### config.mk
export PLATFORM = sky130hd
export DESIGN_NAME = fetch_unit
export DESIGN_NICKNAME = d
export VERILOG_FILES = /design/src/rtl/fetch_unit.sv
export SDC_FILE = /design/constraint.sdc
export NUM_CORES = 1
export LEC_CHECK = 0
export ABC_CLOCK_PERIOD_IN_PS = 2300
export CORE_ASPECT_RATIO = 0.7
export CORE_MARGIN = 1.5
export CORE_UTILIZATION = 39
export DETAILED_ROUTE_END_ITERATION = 12
export REMOVE_ABC_BUFFERS = 1
export SYNTH_ARGS = -nofsm -noshare
export SYNTH_HDL_FRONTEND = slang
export SYNTH_SLANG_ARGS = --single-unit
### constraint.sdc
create_clock -name clk -period 2.3 [get_ports clk]
set_input_delay 0.46 -clock clk [delete_from_list [all_inputs] [get_ports clk]]
set_output_delay 0.46 -clock clk [all_outputs]
set_load 0.01 [all_outputs]
### src/rtl/fetch_unit.sv
// fetch_unit: instruction fetch stage with PC register, instruction-memory
// handshake, a one-entry skid buffer and the IF/ID pipeline register.
//
// Ports:
//   clk, rst_n              clock, asynchronous active-low reset
//   stall                   decode holding; IF/ID not consumed this cycle
//   branch_taken/_target    redirect to branch_target (bits [1:0] forced 0)
//   jump/jump_index         redirect to {pc_out[31:28], jump_index, 2'b00}
//   imem_req/_addr          request to instruction memory (addr = PC)
//   imem_rdata/_ready       instruction memory response
//   instr/opcode/pc_out/valid  IF/ID register (pc_out = address + 4)
//   fetch_count/flush_count performance counters, present only when
//                           FETCH_PERF_CNT_EN is defined
//
// Configuration macro: FETCH_PERF_CNT_EN
//
// state | meaning
// IDLE  | no request; waits one cycle or while IF/ID is stalled and full
// FETCH | request outstanding at imem_addr; captures on imem_ready
// DRAIN | redirected with request in flight; waits out and drops response
// HOLD  | response parked in skid buffer until decode releases stall
module fetch_unit #(
  parameter logic [31:0] RESET_PC = 32'h0000_0000
) (
  input  logic        clk,
  input  logic        rst_n,
  input  logic        stall,
  input  logic        branch_taken,
  input  logic [31:0] branch_target,
  input  logic        jump,
  input  logic [25:0] jump_index,
  output logic        imem_req,
  output logic [31:0] imem_addr,
  input  logic [31:0] imem_rdata,
  input  logic        imem_ready,
  output logic [31:0] instr,
  output logic [5:0]  opcode,
  output logic [31:0] pc_out,
  output logic        valid
`ifdef FETCH_PERF_CNT_EN
  ,
  output logic [31:0] fetch_count,
  output logic [31:0] flush_count
`endif
);

  typedef enum logic [1:0] {IDLE, FETCH, DRAIN, HOLD} state_t;

  state_t      state;
  logic [31:0] pc;          // next fetch address (already the new target in DRAIN)
  logic [31:0] addr_q;      // address on the bus; differs from pc only in DRAIN
  logic [31:0] skid_instr;
  logic [31:0] skid_pc;
  logic        redirect;
  logic [31:0] target;
  logic [31:0] pc_plus4;
  logic        ifid_free;

  assign redirect  = branch_taken | jump;
  assign target    = branch_taken ? (branch_target & 32'hFFFF_FFFC)
                                  : {pc_out[31:28], jump_index, 2'b00};
  assign pc_plus4  = pc + 32'd4;
  assign ifid_free = !stall || !valid;
  assign imem_addr = addr_q;
  assign opcode    = instr[31:26];

  always_ff @(posedge clk or negedge rst_n) begin
    if (!rst_n) begin
      state      <= IDLE;
      pc         <= RESET_PC & 32'hFFFF_FFFC;
      addr_q     <= RESET_PC & 32'hFFFF_FFFC;
      imem_req   <= 1'b0;
      instr      <= '0;
      pc_out     <= '0;
      valid      <= 1'b0;
      skid_instr <= '0;
      skid_pc    <= '0;
    end else begin
      case (state)
        IDLE: begin
          if (redirect) begin
            pc     <= target;
            addr_q <= target;
            valid  <= 1'b0;
          end else begin
            if (!stall) valid <= 1'b0;
            if (!(stall && valid)) begin
              state    <= FETCH;
              imem_req <= 1'b1;
              addr_q   <= pc;
            end
          end
        end
        FETCH: begin
          if (redirect) begin
            pc    <= target;
            valid <= 1'b0;
            if (imem_ready) addr_q <= target;   // response dropped, refetch now
            else            state  <= DRAIN;    // bus still owes us a beat
          end else if (imem_ready) begin
            pc     <= pc_plus4;
            addr_q <= pc_plus4;
            if (ifid_free) begin
              instr  <= imem_rdata;
              pc_out <= pc_plus4;
              valid  <= 1'b1;
            end else begin
              skid_instr <= imem_rdata;
              skid_pc    <= pc_plus4;
              imem_req   <= 1'b0;
              state      <= HOLD;
            end
          end else if (!stall) begin
            valid <= 1'b0;
          end
        end
        DRAIN: begin
          if (redirect) begin
            pc    <= target;
            valid <= 1'b0;
          end else if (!stall) begin
            valid <= 1'b0;
          end
          if (imem_ready) begin
            state  <= FETCH;
            addr_q <= redirect ? target : pc;
          end
        end
        HOLD: begin
          if (redirect) begin
            pc       <= target;
            addr_q   <= target;
            valid    <= 1'b0;
            imem_req <= 1'b1;
            state    <= FETCH;
          end else if (!stall) begin
            instr  <= skid_instr;
            pc_out <= skid_pc;
            valid  <= 1'b1;
            state  <= IDLE;
          end
        end
        default: begin
          state    <= IDLE;
          imem_req <= 1'b0;
        end
      endcase
    end
  end

`ifdef FETCH_PERF_CNT_EN
  logic wr_ifid;

  // An instruction lands in IF/ID either straight from memory or out of the skid.
  assign wr_ifid = !redirect &&
                   (((state == FETCH) && imem_ready && ifid_free) ||
                    ((state == HOLD) && !stall));

  always_ff @(posedge clk or negedge rst_n) begin
    if (!rst_n) begin
      fetch_count <= '0;
      flush_count <= '0;
    end else begin
      if (wr_ifid)  fetch_count <= fetch_count + 32'd1;
      if (redirect) flush_count <= flush_count + 32'd1;
    end
  end
`endif

endmodule

==> impl_metrics.env, run 1 <==
export IMPL_drtIter0Drc=637
export IMPL_cts_inserted_buffers=17
export IMPL_io_pins=200
export IMPL_p_per_area_nw_per_um2=921
export IMPL_grt_overflow_total=0
export IMPL_synth_avg_cell_area_um2=9.11
export IMPL_status="complete, no violations"
export IMPL_synth_flop_cell="dfrtp_1"
export IMPL_yosysTopAreaCell="dfrtp_1"
export IMPL_cts_max_level=4
export IMPL_dp_cells=1708
export IMPL_crit_path_top_delay_cell="dfrtp_1"
export IMPL_drv_cap=0
export IMPL_antenna_found_initial=0
export IMPL_num_nets_final=1468
export IMPL_worstSetupPathType="reg -> reg"
export IMPL_max_slew_worst_pin_slew_ns=0.467
export IMPL_cp_num_buf_inv=1
export IMPL_cp_arrival_ns=2.39
export IMPL_synth_most_common_cell="dfrtp_1"
export IMPL_required_ns=2.61
export IMPL_fin_cells=1741
export IMPL_r2r_cells=6
export IMPL_synth_enable_flop_cells=0
export IMPL_synthArstFlopShare_pct=100
export IMPL_root_buffer="clkbuf_16"
export IMPL_hpwl_um=23300
export IMPL_fillCellCount=2316
export IMPL_io_buffers=197
export IMPL_yosysSeqAreaShare_pct=47.5
export IMPL_finalPower_w=0.0130
export IMPL_grt_pass1_wl_um=51800
export IMPL_hold_violations=0
export IMPL_coreArea_um2=25800
export IMPL_wl_um=32800
export IMPL_die_h_um=139
export IMPL_layout_drive_gt1_share_pct=16.9
export IMPL_setup_viol=0
export IMPL_fin_tns_setup_ns=0
export IMPL_netlist_area_um2=10300
export IMPL_first_pass_iters=9
export IMPL_r2r_start="pc[16]"
export IMPL_rsz0062_at_grt="false"
export IMPL_grt_pass1_vias=9023
export IMPL_clk_pin_slew_ns=0.07
export IMPL_place_area_um2=13500
export IMPL_die_x_um=197
export IMPL_min_from="imem_addr[7]"
export IMPL_critPathMaxFanout=6
export IMPL_fin_crit_sh_pct=90.5
export IMPL_grt_total_usage_pct=24.4
export IMPL_cts_num_sinks=196
export IMPL_num_vias=9355
export IMPL_hold_class="reg -> reg"
export IMPL_clock_latency_ns=0.45
export IMPL_ys_warn_count=0
export IMPL_cp_cell_sequence="nand4_2, buf_4, nor4_1, nand2_1, xor2_1, o22ai_1"
export IMPL_fin_crit_ns=2.08
export IMPL_drv_slew=0
export IMPL_fmax_mhz=481
export IMPL_die_area_um2=27500
export IMPL_vias_per_cell=5.37
export IMPL_critPathLaunchType="register"
export IMPL_finClkSkew_ns=0.00897
export IMPL_end_kind="register"
export IMPL_min_path_cells=2
export IMPL_yosys_top_cells_count="dfrtp_1, nand2_1, nor2_1"
export IMPL_gp_congestion=0.882
export IMPL_drt_wirelength_per_cell_um=18.8
export IMPL_cts_max_path_buffers=2
export IMPL_initial_core_util_pct=40.0
export IMPL_rrSetupSlack_ns=0.22
export IMPL_antenna_diode_count=0
export IMPL_cts_tree="yes"
export IMPL_synth_top_area_share_pct=47.5
export IMPL_syn2layout_area_growth_pct=36.7
export IMPL_p_leak_nw=6.07
export IMPL_synth_seq_cells=196
export IMPL_drc_errors=0
export IMPL_whs_endpoint="imem_addr[7]"
export IMPL_ant_nets=0
export IMPL_worst_ir_drop_vdd_uv=540
export IMPL_r2r_end="imem_addr[27]"
export IMPL_synthCells=1133
export IMPL_slew_headroom_pct=68.6
export IMPL_fin_area_um2=14100
export IMPL_critPathMaxStageDelay_ns=0.48
export IMPL_synth_distinct_cells=65
export IMPL_synth_area_top_cells="dfrtp_1, mux2_2, nand2_1"
export IMPL_num_rows=49
export IMPL_cp_top_family="simple AND/OR/NAND/NOR gates"
export IMPL_grt_max_degree=59
[worst max path at each step]
| stage | startpoint | endpoint | cells past startpoint |
|---|---|---|---|
| floorplan | jump | pc_out[25] | 4 |
| global placement | jump | pc_out[21] | 10 |
| detailed placement | jump | pc_out[21] | 10 |
| CTS | pc[16] | imem_addr[27] | 6 |
| global route | pc[16] | imem_addr[27] | 6 |
| finish | pc[16] | imem_addr[27] | 6 |
[metrics by stage]
stage	setup WS [ns]	util [%]	hold WS, ns
6_report	0.219	54.6	0.474
5_1_grt	0.0266	54.6	0.499
4_1_cts	0.239	54.6	0.479
3_5_place_dp	-0.132	52.3	0.443
3_3_place_gp	-0.0906	52.3	0.441
2_1_floorplan	-2.54	-	0.164
[power breakdown]
part	switching, W	internal (W)	leakage (nW)
Combinational	0.00227	0.00259	3.33
Clock	0.00142	0.00168	0.292
Sequential	0.000682	0.00435	2.44
[layout by cell type, fill, tap and decap left out, types with 4 or more instances in the layout]
| cell | netlist | routed |
|---|---|---|
| a211oi_1 | 11 | 11 |
| o21ai_0 | 79 | 79 |
| nand2_1 | 174 | 173 |
| clkdlybuf4s50_1 | 0 | 195 |
| dfrtp_1 | 196 | 196 |
| buf_12 | 0 | 22 |
| and4_1 | 8 | 8 |
| nand4_1 | 17 | 17 |
| o22ai_1 | 10 | 10 |
| xnor2_1 | 23 | 23 |
| o31ai_1 | 4 | 4 |
| mux2i_1 | 10 | 10 |
| buf_4 | 11 | 101 |
| a21o_1 | 8 | 8 |
| nor2_1 | 137 | 136 |
| a21boi_0 | 4 | 4 |
| nor3_1 | 23 | 23 |
| nor4_1 | 9 | 9 |
| and2_1 | 6 | 5 |
| a21oi_1 | 63 | 63 |
| xor2_1 | 27 | 27 |
| a31oi_1 | 43 | 43 |
| inv_1 | 13 | 13 |
| nor2b_1 | 8 | 8 |
| nand3_1 | 19 | 19 |
| a311oi_1 | 6 | 6 |
| o221ai_1 | 4 | 4 |
| mux2_2 | 61 | 61 |
| and3_1 | 12 | 12 |
| clkbuf_16 | 0 | 17 |
| a221oi_1 | 11 | 11 |
[per-layer routing]
metal	routed length [µm]	vias up	global-route usage (%)
met5	0	-	0
met1	16200	4526	37.2
li1	-	4459	-
met3	2240	26	4.21
met4	421	0	6.51
met2	13900	344	35.5
[worst register-to-register path: cells and delay by family, from the launching register on]
kind                      cells  cell delay [ns]
and+or+nand+nor               3             0.78
DFF                           1             0.48
xor gates and xnor gates      1             0.32
buffers and inverters         1             0.23
AOI/OAI and AO/OA             1             0.14
[registers in the layout, indices dropped and copies added (netlist names)]
signal      count
state           2
instr          32
imem_req        1
pc_out         32
skid_instr     32
imem_addr      32
valid           1
skid_pc        32
pc             32
[layout make-up]
class                   instances  area [µm²]  area share (%)
clock buffers                  19         453            3.21
multi-input cells             822        4920            34.9
repair buffers                321        3180            22.5
inverters                      13        48.8           0.346
flip-flops and latches        196        4900            34.8
well taps                     357         447            3.17
clock inverters                13         145            1.03
[timing repair]
action | CTS | global route
setup buffers | 0 | 0
resized for setup | 0 | 0
hold buffers | 1 | 0
endpoints found under the hold margin | 43 | 0
[cells by family after synthesis]
| family | Yosys count | share of synthesized area, % |
|---|---|---|
| AND/OR/NAND/NOR | 433 | 19.5 |
| adder cells (fa/ha/maj) | 1 | 0.121 |
| multiplexers | 71 | 7.63 |
| buffers and inverters | 115 | 5.00 |
| flip-flops | 196 | 47.5 |
| XOR/XNOR | 50 | 4.24 |
| AO/OA/AOI/OAI | 267 | 16.0 |
Power figures use the tool's default switching activity.
==> run 2: changes to the inputs <==
Settings changed: CAP_MARGIN from default to 20, CORE_UTILIZATION 39 to 53, PLACE_DENSITY from default to 0.81.
==> run 2 against run 1 <==
Net effect:
- critical path type unchanged
- largest power group unchanged
- global-route usage grew 7.4 points
- die area shrank 26%
- clock skew rose by 0.0025 ns
- highest routed layer unchanged
- first-iteration DRC count is 41% higher
==> impl_metrics.env, run 2 (synthesis gave the netlist of run 1 again) <==
export IMPL_status="complete, no violations"
export IMPL_max_slew_worst_pin_slew_ns=0.592
export IMPL_fin_crit_ns=2.19
export IMPL_io_buffers=197
export IMPL_p_leak_nw=5.99
export IMPL_cts_num_sinks=196
export IMPL_hpwl_um=22500
export IMPL_critPathMaxFanout=32
export IMPL_finClkSkew_ns=0.0114
export IMPL_die_h_um=120
export IMPL_clock_latency_ns=0.44
export IMPL_setup_viol=0
export IMPL_utilization_pct=73.1
export IMPL_hold_class="in -> async"
export IMPL_fin_area_um2=13900
export IMPL_hold_violations=0
export IMPL_cts_inserted_buffers=17
export IMPL_multi_input_area_um2=4940
export IMPL_critPathMaxStageDelay_ns=0.55
export IMPL_worst_ir_drop_vdd_uv=560
export IMPL_syn2layout_area_growth_pct=34.5
export IMPL_fin_crit_sh_pct=95.1
export IMPL_die_area_um2=20300
export IMPL_grt_max_degree=64
export IMPL_finalPower_w=0.0128
export IMPL_drc_errors=0
export IMPL_net_switching_power_w=0.00446
export IMPL_cts_max_path_buffers=2
export IMPL_grt_overflow_total=0
export IMPL_num_vias=9680
export IMPL_vias_per_cell=5.91
export IMPL_fin_ws_ns=0.113
export IMPL_root_buffer="clkbuf_16"
export IMPL_grt_pass1_wl_um=49900
export IMPL_grt_total_usage_pct=31.8
export IMPL_seqPwrFrac_pct=39.5
export IMPL_antenna_found_initial=0
export IMPL_end_kind="register"
export IMPL_num_nets_final=1459
export IMPL_first_pass_iters=5
export IMPL_p_sw_share_pct=34.8
export IMPL_layout_drive_gt1_share_pct=16.6
export IMPL_die_x_um=170
export IMPL_cts_tree="yes"
export IMPL_slew_headroom_pct=60.2
export IMPL_final_seq_area_um2=4910
export IMPL_cp_cell_sequence="buf_4, o21ai_0, o2111a_4, buf_4, nor2_1, a31oi_1"
export IMPL_critPathLaunchType="register"
export IMPL_drv_cap=0
export IMPL_place_area_um2=13300
export IMPL_cts_max_level=4
export IMPL_dpl_worst_slack_ns=-0.138
export IMPL_cpMostUsedCell="buf_4"
export IMPL_pwr_share_comb_pct=37.7
export IMPL_drt_wirelength_per_cell_um=19.1
export IMPL_p_int_w=0.00838
export IMPL_wl_um=31300
export IMPL_drv_slew=0
export IMPL_cp_arrival_ns=2.54
export IMPL_gp_congestion=0.914
export IMPL_io_pins=200
export IMPL_rsz0062_at_grt="false"
export IMPL_clk_pin_slew_ns=0.08
export IMPL_grt_pass1_vias=9402
export IMPL_antenna_diode_count=0
export IMPL_worstSetupPathType="reg -> reg"
export IMPL_num_rows=42
export IMPL_fillCellCount=1394
export IMPL_fmax_mhz=457
export IMPL_ant_nets=0
export IMPL_coreArea_um2=19000
export IMPL_p_per_area_nw_per_um2=925
export IMPL_drtIter0Drc=898
export IMPL_final_cell_mix="dfrtp_1, clkdlybuf4s50_1, nand2_1"
export IMPL_clkPwrFrac_pct=22.8
export IMPL_required_ns=2.65
export IMPL_crit_path_top_delay_cell="dfrtp_1"
export IMPL_initial_core_util_pct=54.4
run 2: changes by cell type in the layout (fill, tap and decap cells not counted), sizes merged:
cell / before / now
buf: 124 / 116
bufinv: 2 / 0
clkbuf: 20 / 18
clkinv: 5 / 2
clkinvlp: 2 / 5
dlygate4sd3: 1 / 0
inv: 17 / 20
run 2: final cells by class:
type / count / share of cell area (%)
multi-input combinational: 822 / 35.6
sequential: 196 / 35.4
timing repair buffer: 312 / 22.2
clock buffer: 17 / 3.07
tap: 264 / 2.38
clock inverter: 14 / 1.04
inverter: 13 / 0.352
run 2: path summary, 6_finish.rpt:
kind | start | endpoint | slack, ns | cells past startpoint
max | state[1] | instr[24] | 0.11 | 6
min | rst_n | pc[2] | 0.00003 | 1
max reg2reg | state[1] | instr[24] | 0.11 | 6
min reg2reg | skid_pc[21] | skid_pc[21] | 0.48 | 2
max in group asynchronous | rst_n | pc_out[25] | 1.66 | 2
min in group clk | skid_pc[21] | skid_pc[21] | 0.48 | 2
run 2: stage by stage:
stage,hold slack (ns),setup TNS [ns],cells
after detailed placement,0.464,-4.78,1606
after global routing,0.0192,0,1638
after global placement,0.454,-2.96,1606
final,0.0000275,0,1638
after CTS,0.00676,0,1637
after floorplan,0.164,-310.99,1031
run 2: critical path: cells and delay by family, from the launching register on:
family | cells | cell delay, ns
AND/OR/NAND/NOR | 1 | 0.08
buffers and inverters | 2 | 0.60
flip-flops | 1 | 0.55
AO/OA/AOI/OAI | 3 | 0.86
run 2: power by group through the flow:
stage / Clock [W] / Combinational, W / Sequential (W)
finish: 0.00292 / 0.00484 / 0.00508
global route: 0.00311 / 0.00521 / 0.00518
CTS: 0.00296 / 0.00483 / 0.00506
floorplan: 0 / 0.00154 / 0.00541
global placement: 0 / 0.00468 / 0.00508
detailed placement: 0 / 0.00481 / 0.00511
run 2: routing by layer:
layer  share of wire [%]  up-vias  track usage (%)
li1                    -     4440                -
met1                  43     4697             44.7
met2                  45      490             49.3
met3                 9.4       53             7.09
met4                 2.0        0             9.79
met5                   0        -                0
run 2: timing repair:
item                                    CTS  global route
resized for setup                         0             4
hold buffers                              0             0
setup buffers                             0             1
endpoints found under the setup margin    0             5
==> run 3: changes to the inputs <==
Settings changed: PLACE_DENSITY 0.81 to 0.79.
==> run 3 against run 2 <==
Net effect:
- first-iteration DRC count up 26%
- clock power up 4%
- via count down 0.12%
- global-route usage down 0.12 points
- highest routed layer unchanged
- worst hold slack better by 0.48 ns
- combinational power about the same
- clock skew up 0.0015 ns
- utilization down 1.1 points
- sequential share of layout area up 0.51 points
- cell count down 0.85%
- die area unchanged
==> impl_metrics.env, run 3 (synthesis gave the netlist of run 1 again) <==
export IMPL_worst_ir_drop_vdd_uv=506
export IMPL_finalPower_w=0.0129
export IMPL_die_x_um=170
export IMPL_fin_crit_sh_pct=94.3
export IMPL_max_slew_worst_pin_slew_ns=0.584
export IMPL_r2r_end="imem_addr[26]"
export IMPL_fin_cells=1624
export IMPL_whs_endpoint="skid_pc[19]"
export IMPL_hold_violations=0
export IMPL_layout_drive_gt1_share_pct=15.5
export IMPL_num_rows=42
export IMPL_min_path_cells=2
export IMPL_cp_arrival_ns=2.50
export IMPL_antenna_found_initial=0
export IMPL_num_nets_final=1444
export IMPL_worstSetupPathType="reg -> reg"
export IMPL_cp_cell_sequence="and2_2, a31oi_1, buf_4, o22a_1, buf_4, nor2_1, a311oi_1"
export IMPL_cts_max_level=4
export IMPL_num_vias=9668
export IMPL_dp_cells=1591
export IMPL_slew_headroom_pct=61.1
export IMPL_first_pass_iters=5
export IMPL_die_h_um=120
export IMPL_status="complete, no violations"
export IMPL_fmax_mhz=461
export IMPL_layout_commonest_cell="dfrtp_1"
export IMPL_r2r_cells=7
export IMPL_rsz0062_at_grt="false"
export IMPL_end_kind="register"
export IMPL_root_buffer="clkbuf_16"
export IMPL_utilization_pct=72.1
export IMPL_final_cell_mix="dfrtp_1, clkdlybuf4s50_1, nand2_1"
export IMPL_critPathMaxFanout=9
export IMPL_ant_nets=0
export IMPL_grt_overflow_total=0
export IMPL_gp_congestion=0.935
export IMPL_r2r_start="state[0]"
export IMPL_finClkSkew_ns=0.0129
export IMPL_cts_inserted_buffers=17
export IMPL_critPathLaunchType="register"
export IMPL_crit_path_top_delay_cell="dfrtp_1"
export IMPL_setup_viol=0
export IMPL_drv_cap=0
export IMPL_cts_num_sinks=196
export IMPL_critPathMaxStageDelay_ns=0.49
export IMPL_required_ns=2.63
export IMPL_initial_core_util_pct=54.4
export IMPL_coreArea_um2=19000
export IMPL_fin_crit_ns=2.17
export IMPL_grt_pass1_vias=9230
export IMPL_p_per_area_nw_per_um2=945
export IMPL_cpMostUsedCell="buf_4"
export IMPL_rrSetupSlack_ns=0.13
export IMPL_dpl_worst_slack_ns=-0.0342
export IMPL_die_area_um2=20300
export IMPL_fin_ws_ns=0.130
export IMPL_cts_tree="yes"
export IMPL_fin_tns_setup_ns=0
export IMPL_cts_setup_buffers=0
export IMPL_io_pins=200
export IMPL_grt_max_degree=55
export IMPL_antenna_diode_count=0
export IMPL_min_from="skid_pc[19]"
export IMPL_hold_class="reg -> reg"
export IMPL_p_leak_nw=5.89
export IMPL_io_buffers=197
export IMPL_drc_errors=0
export IMPL_grt_pass1_wl_um=49800
export IMPL_clk_pin_slew_ns=0.08
export IMPL_clock_latency_ns=0.45
export IMPL_hpwl_um=22500
export IMPL_wl_um=31500
export IMPL_drt_wirelength_per_cell_um=19.4
export IMPL_syn2layout_area_growth_pct=32.5
export IMPL_drtIter0Drc=1127
export IMPL_grt_total_usage_pct=31.7
export IMPL_vias_per_cell=5.95
export IMPL_drv_slew=0
export IMPL_cts_max_path_buffers=2
-- run 3: changes by cell type in the layout (fill, tap and decap cells not counted), sizes merged --
cell	before	now
clkinvlp	5	0
dlygate4sd3	0	1
clkinv	2	8
buf	116	100
-- run 3: metal layers --
layer  vias up  GRT usage (%)  wire length [µm]
met3        58           6.33              2850
met1      4677           46.0             13800
met4         0           8.35               535
met2       522           48.5             14300
met5         -              0                 0
li1       4411              -                 -
-- run 3: how the worst max path moves through the flow --
stage,from,to,slack [ns],cells past startpoint
after global placement,jump,imem_addr[3],0.01,8
after CTS,pc[3],imem_addr[28],0.12,7
final,state[0],imem_addr[26],0.13,7
after detailed placement,jump,imem_addr[28],-0.03,6
after global routing,pc[15],skid_pc[27],0.004,5
after floorplan,jump,pc_out[25],-2.54,4
-- run 3: repair_timing --
action / 4_1_cts / 5_1_grt
endpoints found under the setup margin: 0 / 1
endpoints found under the hold margin: 44 / 0
resized for setup: 0 / 1
hold buffers: 1 / 0
-- run 3: area by class of cell --
class                   instances  area [µm²]
fillers                      1439        5300
multi-input cells             822        4920
flip-flops and latches        196        4900
repair buffers                297        2860
clock buffers                  17         425
well taps                     264         330
clock inverters                15         180
inverters                      13        48.8
-- run 3: worst max-delay path, delay by kind of cell, from the launching register on --
family                 cells  cell delay [ns]
AOI/OAI and AO/OA          3             0.90
DFF                        1             0.49
buffers and inverters      2             0.37
and+or+nand+nor            2             0.30
-- run 3: where the power goes --
part,internal (W),total [W],switching [W]
registers,0.00435,0.00504,0.000694
clock network,0.00148,0.00303,0.00156
logic,0.00256,0.00484,0.00228
total,0.00839,0.0129,0.00453
-- run 3: through the flow --
| stage | instance area [µm²] | hold slack [ns] |
|---|---|---|
| floorplan | 9850 | 0.164 |
| global placement | 13100 | 0.439 |
| detailed placement | 13100 | 0.442 |
| CTS | 13700 | 0.480 |
| global route | 13700 | 0.501 |
| finish | 13700 | 0.476 |
